`src/rtl/bpsk_pkg.sv`:
```
// rtl/bpsk_pkg.sv - shared types, sync word default, tdata field map and popcount for the BPSK slicer
package bpsk_pkg;

    typedef enum logic {HUNT, LOCKED} slicer_state_t;

    localparam logic [31:0] DEFAULT_SYNC_WORD = 32'h1ACFFC1D;

    // Costas loop output beat layout: {Q, I}
    localparam int I_LSB = 0;
    localparam int I_MSB = 15;
    localparam int Q_LSB = 16;
    localparam int Q_MSB = 31;

    function automatic logic [5:0] popcount32(input logic [31:0] v);
        logic [5:0] n;
        n = '0;
        for (int i = 0; i < 32; i++) begin
            n = n + {5'd0, v[i]};
        end
        return n;
    endfunction

endpackage

```
`src/rtl/sync_correlator.sv`:
```
// rtl/sync_correlator.sv - Hamming-distance sync word match against both carrier polarities
module sync_correlator
    import bpsk_pkg::*;
(
    input  logic [31:0] sreg,
    input  logic [31:0] sync_word,
    input  logic [5:0]  max_err,
    output logic        match_true,
    output logic        match_inv
);

    logic [5:0] d0;
    logic [5:0] d1;

    always_comb begin
        d0         = popcount32(sreg ^ sync_word);
        d1         = popcount32(sreg ^ ~sync_word);
        match_true = (d0 <= max_err);
        match_inv  = (d1 <= max_err);
    end

endmodule

```
`src/rtl/bpsk_frame_slicer.sv`:
```
// rtl/bpsk_frame_slicer.sv - integrate-and-dump slicer, sync hunt and payload byte packer; BPSK_SLICER_SYMTAP_EN adds symbol tap
module bpsk_frame_slicer
    import bpsk_pkg::*;
#(
    parameter int          SPS         = 8,
    parameter logic [31:0] SYNC_WORD   = DEFAULT_SYNC_WORD,
    parameter int          MAX_ERR     = 2,
    parameter int          FRAME_BYTES = 64
) (
    input  logic        s00_axis_aclk,
    input  logic        s00_axis_areset,
    input  logic        s00_axis_tvalid,
    output logic        s00_axis_tready,
    input  logic [31:0] s00_axis_tdata,
    input  logic        s00_axis_tlast,
    output logic        m00_axis_tvalid,
    input  logic        m00_axis_tready,
    output logic [7:0]  m00_axis_tdata,
    output logic        m00_axis_tlast,
    output logic        locked,
    output logic        inverted,
    output logic        frame_abort
`ifdef BPSK_SLICER_SYMTAP_EN
    ,
    output logic [15:0] sym_tap,
    output logic        sym_tap_valid
`endif
);

    localparam int SW  = $clog2(SPS);
    localparam int AW  = 16 + SW + 1;
    localparam int BCW = (FRAME_BYTES > 1) ? $clog2(FRAME_BYTES) : 1;
    localparam logic [SW-1:0]  LAST_SAMPLE = SW'(SPS - 1);
    localparam logic [BCW-1:0] LAST_BYTE   = BCW'(FRAME_BYTES - 1);

    slicer_state_t        state;
    slicer_state_t        state_nxt;
    logic signed [AW-1:0] acc;
    logic signed [AW-1:0] i_ext;
    logic signed [AW-1:0] sum;
    logic [SW-1:0]        smp_cnt;
    logic [31:0]          sreg;
    logic [31:0]          sreg_shift;
    logic [6:0]           byte_sr;
    logic [2:0]           bit_cnt;
    logic [BCW-1:0]       byte_cnt;
    logic                 inv_q;
    logic                 out_valid;
    logic                 out_last;
    logic [7:0]           out_data;
    logic                 abort_q;
    logic                 beat;
    logic                 sym_done;
    logic                 sym_bit;
    logic                 pay_bit;
    logic                 match_true;
    logic                 match_inv;
    logic                 hunt_hit;
    logic                 byte_done;
    logic                 frame_done;
    logic                 abort_now;
    logic                 unused_q;

    assign unused_q = ^s00_axis_tdata[Q_MSB:Q_LSB];

    // Accept only when the output register can take a byte completing on this beat
    assign s00_axis_tready = !(out_valid && !m00_axis_tready);
    assign beat            = s00_axis_tvalid && s00_axis_tready;

    assign i_ext      = {{(AW-16){s00_axis_tdata[I_MSB]}}, s00_axis_tdata[I_MSB:I_LSB]};
    assign sum        = acc + i_ext;
    assign sym_done   = beat && (smp_cnt == LAST_SAMPLE);
    assign sym_bit    = !sum[AW-1];
    assign sreg_shift = {sreg[30:0], sym_bit};
    assign pay_bit    = sym_bit ^ inv_q;

    assign hunt_hit   = sym_done && (state == HUNT) && (match_true || match_inv);
    assign byte_done  = sym_done && (state == LOCKED) && (bit_cnt == 3'd7);
    assign frame_done = byte_done && (byte_cnt == LAST_BYTE);
    assign abort_now  = beat && s00_axis_tlast && (state == LOCKED) && !frame_done;

    sync_correlator u_corr (
        .sreg       (sreg_shift),
        .sync_word  (SYNC_WORD),
        .max_err    (6'(MAX_ERR)),
        .match_true (match_true),
        .match_inv  (match_inv)
    );

    always_ff @(posedge s00_axis_aclk) begin
        if (s00_axis_areset) begin
            state <= HUNT;
        end else begin
            state <= state_nxt;
        end
    end

    always_comb begin
        state_nxt = state;
        case (state)
            HUNT:    if (hunt_hit) state_nxt = LOCKED;
            LOCKED:  if (frame_done || abort_now) state_nxt = HUNT;
            default: state_nxt = HUNT;
        endcase
    end

    always_comb begin
        locked = (state == LOCKED);
    end

    always_ff @(posedge s00_axis_aclk) begin
        if (s00_axis_areset) begin
            acc       <= '0;
            smp_cnt   <= '0;
            sreg      <= '0;
            byte_sr   <= '0;
            bit_cnt   <= '0;
            byte_cnt  <= '0;
            inv_q     <= 1'b0;
            out_valid <= 1'b0;
            out_last  <= 1'b0;
            out_data  <= '0;
            abort_q   <= 1'b0;
        end else begin
            if (beat) begin
                if (s00_axis_tlast || (smp_cnt == LAST_SAMPLE)) begin
                    acc     <= '0;
                    smp_cnt <= '0;
                end else begin
                    acc     <= sum;
                    smp_cnt <= smp_cnt + 1'b1;
                end
            end

            if (sym_done && (state == HUNT)) begin
                sreg <= sreg_shift;
                if (hunt_hit) begin
                    inv_q    <= !match_true;
                    bit_cnt  <= '0;
                    byte_cnt <= '0;
                end
            end

            if (sym_done && (state == LOCKED)) begin
                byte_sr <= {byte_sr[5:0], pay_bit};
                bit_cnt <= bit_cnt + 3'd1;
                if (byte_done) begin
                    byte_cnt <= byte_cnt + 1'b1;
                end
            end

            // End of frame or abort: restart the hunt from a clean shift register
            if (frame_done || abort_now) begin
                sreg     <= '0;
                bit_cnt  <= '0;
                byte_cnt <= '0;
            end

            if (byte_done) begin
                out_valid <= 1'b1;
                out_data  <= {byte_sr, pay_bit};
                out_last  <= frame_done;
            end else if (m00_axis_tready) begin
                out_valid <= 1'b0;
                out_last  <= 1'b0;
            end

            abort_q <= abort_now;
        end
    end

    assign m00_axis_tvalid = out_valid;
    assign m00_axis_tdata  = out_data;
    assign m00_axis_tlast  = out_last;
    assign inverted        = inv_q;
    assign frame_abort     = abort_q;

`ifdef BPSK_SLICER_SYMTAP_EN
    localparam logic signed [AW-1:0] TAP_MAX = AW'(32767);
    localparam logic signed [AW-1:0] TAP_MIN = AW'(-32768);

    logic signed [AW-1:0] tap_sh;
    assign tap_sh = sum >>> SW;

    always_ff @(posedge s00_axis_aclk) begin
        if (s00_axis_areset) begin
            sym_tap       <= '0;
            sym_tap_valid <= 1'b0;
        end else begin
            sym_tap_valid <= sym_done;
            if (sym_done) begin
                if (tap_sh > TAP_MAX) begin
                    sym_tap <= 16'h7FFF;
                end else if (tap_sh < TAP_MIN) begin
                    sym_tap <= 16'h8000;
                end else begin
                    sym_tap <= tap_sh[15:0];
                end
            end
        end
    end
`endif

endmodule

```
`config.mk`:
```
export PLATFORM = sky130hd
export DESIGN_NAME = bpsk_frame_slicer
export DESIGN_NICKNAME = d
export VERILOG_FILES = /design/src/rtl/bpsk_pkg.sv /design/src/rtl/sync_correlator.sv /design/src/rtl/bpsk_frame_slicer.sv
export SDC_FILE = /design/constraint.sdc
export NUM_CORES = 1
export LEC_CHECK = 0
export CAP_MARGIN = 20
export CORE_MARGIN = 4
export CORE_UTILIZATION = 63
export CTS_CLUSTER_DIAMETER = 150
export CTS_CLUSTER_SIZE = 12
export DETAILED_ROUTE_END_ITERATION = 7
export HOLD_SLACK_MARGIN = 0.08
export PLACE_DENSITY = 0.87
export SLEW_MARGIN = 20
export SYNTH_ARGS = -nofsm -noshare
export SYNTH_HDL_FRONTEND = slang
export SYNTH_SLANG_ARGS = --single-unit
```
`constraint.sdc`:
```
create_clock -name s00_axis_aclk -period 13.8 [get_ports s00_axis_aclk]
set_input_delay 2.76 -clock s00_axis_aclk [delete_from_list [all_inputs] [get_ports s00_axis_aclk]]
set_output_delay 2.76 -clock s00_axis_aclk [all_outputs]
set_load 0.03 [all_outputs]
```
==> results.json <==
{
  "fin_area_um2": 6010,
  "multiInputGateArea_um2": 3340,
  "placed_cell_area_um2": 5800,
  "slew_violations": 0,
  "hold_violations": 0,
  "syn_nets": 746,
  "dp_cells": 739,
  "synth_flop_cell": "dfxtp_1",
  "p_sw_frac": 0.361,
  "stdcell_count": 755,
  "grt_pass1_wl_um": 19900,
  "synthesis.area_um2": 5400,
  "synthDistinctLibCells": 59,
  "vias": 4311,
  "setup-tns-final_ns": 0,
  "synth-edff-count": 0,
  "syn_area_per_cell_um2": 8.69,
  "cts_made_buffers": 9,
  "rows": 33,
  "fin_util": 0.727,
  "p_int_uw": 467,
  "fmax_ghz": 0.0941,
  "antenna_left": 0,
  "die_height_um": 101,
  "dr.pass1.iters": 4,
  "core-area_um2": 8260,
  "fillers": 605,
  "worst_ep_arrival_time_ns": 10.86,
  "powerDensity_nw_per_um2": 122,
  "antennaDiodeCount": 0,
  "syn_to_final_growth_pct": 11.2,
  "critPathCaptureType": "flip-flop",
  "irDropWorstVdd_uv": 61.8,
  "layout.area.seq_um2": 1660,
  "pwr-share-clk": 0.252,
  "cts.sinks": 83,
  "synthArstFlopShare": 0,
  "clockBufferDepth": 2,
  "final_nets": 770,
  "rsz0062_at_grt": "false",
  "path_max_fanout": 8,
  "ys_seq_area_frac": 0.308,
  "path_clk_slew_ns": 0.09,
  "p_switching_uw": 264,
  "setup_viol": 0,
  "gp_congestion": 0.925,
  "fin_hold_ws_ns": 0.462,
  "cts_max_level": 3,
  "critPathKind": "input pin to flip-flop",
  "finalWirelength_um": 11500,
  "wl_per_cell_um": 15.3,
  "worstMarginPinSlew_ns": 0.877,
  "grt_max_degree": 42,
  "die_w_um": 101,
  "track_usage": 0.243,
  "hpwl_um": 8600,
  "routed_via_density": 5.71,
  "worstSkewPairLatency_ns": 0.37,
  "cts_root_buffer": "clkbuf_8",
  "fin_crit_sh": 0.770,
  "combPwrFrac": 0.409,
  "syn_inst": 621,
  "tritoncts": "built",
  "cp.required_ns": 14.04,
  "fin_crit_ns": 10.63,
  "drc": 0,
  "cts_setup_buffers": 0,
  "cts_resized": 0,
  "maxCapViolCount": 0,
  "pwr-share-seq": 0.339,
  "relSlewSlack": 0.413,
  "ctsHoldBuffers": 0,
  "grt_pass1_vias": 4479,
  "drive_above_1_share": 0.0446,
  "clock_skew_ns": 0.0139,
  "ys_warn_count": 0,
  "drt_iter0_drc": 201,
  "synth-seq-cells": 83,
  "antenna_found_initial": 0,
  "critPathLaunchType": "input pin",
  "start_util": 0.654,
  "hold_path.class": "flip-flop to flip-flop",
  "p_leak_uw": 0.00250,
  "status": "finished clean",
  "dieArea_um2": 10100,
  "grt_overflow": 0,
  "port_buffers": 34,
  "io_pins": 51
}
-- cells in the mapped netlist, types with 2 or more instances --
| master | count | area share |
|---|---|---|
| buf_2 | 4 | 0.0037 |
| fa_1 | 48 | 0.18 |
| a31oi_1 | 3 | 0.0035 |
| a21o_1 | 9 | 0.013 |
| dfxtp_1 | 83 | 0.31 |
| nand3_1 | 9 | 0.0083 |
| nand2_1 | 107 | 0.074 |
| or2_2 | 2 | 0.0023 |
| o21ai_0 | 14 | 0.013 |
| xor2_1 | 8 | 0.013 |
| ha_1 | 40 | 0.093 |
| xnor2_1 | 8 | 0.013 |
| or3_1 | 2 | 0.0023 |
| a311oi_1 | 2 | 0.0032 |
| a22oi_1 | 13 | 0.018 |
| nor4_1 | 3 | 0.0035 |
| nor3_1 | 4 | 0.0037 |
| and2_1 | 2 | 0.0023 |
| nand2b_1 | 2 | 0.0023 |
| clkbuf_1 | 18 | 0.013 |
| o211ai_1 | 3 | 0.0042 |
| a211oi_1 | 4 | 0.0056 |
| o2111ai_1 | 2 | 0.0032 |
| mux2i_1 | 3 | 0.0056 |
| and3_1 | 7 | 0.0081 |
| a211o_1 | 2 | 0.0032 |
| inv_1 | 80 | 0.056 |
| nor2_1 | 35 | 0.024 |
| a21oi_1 | 71 | 0.066 |
| o21ai_1 | 2 | 0.0019 |
| nand3b_1 | 2 | 0.0028 |
| o311ai_0 | 2 | 0.0032 |
-- layout by cell type, fill, tap and decap left out, types with 2 or more instances in the layout --
cell type | synthesis | routed
nor3_1 | 4 | 4
and2_1 | 2 | 2
a311oi_1 | 2 | 2
inv_1 | 80 | 80
o2111ai_1 | 2 | 2
xnor2_1 | 8 | 8
o211ai_1 | 3 | 3
nor2_1 | 35 | 35
nand2_1 | 107 | 107
and3_1 | 7 | 6
a21o_1 | 9 | 9
nand2b_1 | 2 | 2
nand3b_1 | 2 | 2
a211oi_1 | 4 | 4
nand3_1 | 9 | 8
o311ai_0 | 2 | 2
a211o_1 | 2 | 2
mux2i_1 | 3 | 3
buf_4 | 1 | 3
clkdlybuf4s50_1 | 0 | 34
inv_6 | 0 | 4
o21ai_0 | 14 | 14
dfxtp_1 | 83 | 83
or3_1 | 2 | 2
a22oi_1 | 13 | 13
a31oi_1 | 3 | 3
ha_1 | 40 | 40
xor2_1 | 8 | 8
o21ai_1 | 2 | 2
clkbuf_8 | 0 | 9
fa_1 | 48 | 48
a21oi_1 | 71 | 71
or2_2 | 2 | 2
nor4_1 | 3 | 3
-- cells by family after synthesis --
| group | share of synthesized area |
|---|---|
| AOI/OAI and AO/OA | 0.161 |
| xor gates and xnor gates | 0.0304 |
| adders and majority gates | 0.271 |
| buffers and inverters | 0.0739 |
| DFF | 0.308 |
| muxes | 0.00556 |
| and+or+nand+nor | 0.151 |
-- area by class of cell --
class,count,area share
Multi-Input combinational cell,434,0.557
Sequential cell,83,0.277
Timing Repair Buffer,37,0.0604
Inverter,80,0.0500
Tap cell,105,0.0219
Clock buffer,9,0.0206
Clock inverter,7,0.0135
-- state kept, by name (all words and copies together), names as in the netlist --
register         cells
acc                 20
bit_cnt              3
byte_cnt             6
byte_sr              7
frame_abort          1
inverted             1
locked               1
m00_axis_tdata       8
m00_axis_tlast       1
m00_axis_tvalid      1
smp_cnt              3
sreg                31
-- final timing paths --
check                           from           endpoint  slack [ns]  depth (start not counted)
setup / recovery  s00_axis_tdata[15]        byte_cnt[3]        3.17                         25
hold / removal     m00_axis_tdata[3]  m00_axis_tdata[3]        0.46                          2
setup reg to reg              acc[1]        byte_cnt[3]        5.85                         24
hold reg to reg    m00_axis_tdata[3]  m00_axis_tdata[3]        0.46                          2
-- worst max-delay path, stage by stage --
cell             delay, ns
clkdlybuf4s50_1       0.58
ha_1                  0.48
a21oi_1               0.13
o21ai_0               0.35
nor3_1                0.10
and3_4                0.20
nor3_2                0.31
xor2_1                0.31
ha_1                  0.31
fa_1                  0.48
fa_1                  0.50
fa_1                  0.52
inv_1                 0.05
fa_1                  0.48
fa_1                  0.52
inv_1                 0.06
fa_1                  0.46
fa_1                  0.42
fa_1                  0.39
or2_2                 0.30
a221oi_1              0.42
o21ai_1               0.22
and2_1                0.26
o21ai_0               0.17
a21oi_1               0.08
-- metal layers --
layer,up-vias,GRT usage,share of wire,wire [um]
li1,2108,-,-,-
met1,2064,0.299,0.40,4660
met2,112,0.431,0.53,6070
met3,27,0.0436,0.049,567
met4,0,0.0808,0.022,249
met5,-,0,0,0
-- power by group through the flow --
stage | Sequential, uW | Clock (uW) | Combinational, uW
floorplan | 251 | 0 | 228
global placement | 253 | 0 | 274
detailed placement | 253 | 0 | 293
CTS | 248 | 187 | 302
global route | 248 | 196 | 350
finish | 248 | 184 | 299
-- per-stage QoR --
| stage | total power (uW) | setup slack [ns] |
|---|---|---|
| floorplan | 479 | 4.12 |
| global placement | 527 | 3.05 |
| detailed placement | 546 | 2.83 |
| CTS | 736 | 3.19 |
| global route | 794 | 2.77 |
| finish | 732 | 3.17 |
Note: power is estimated with default switching activity, not from simulation.
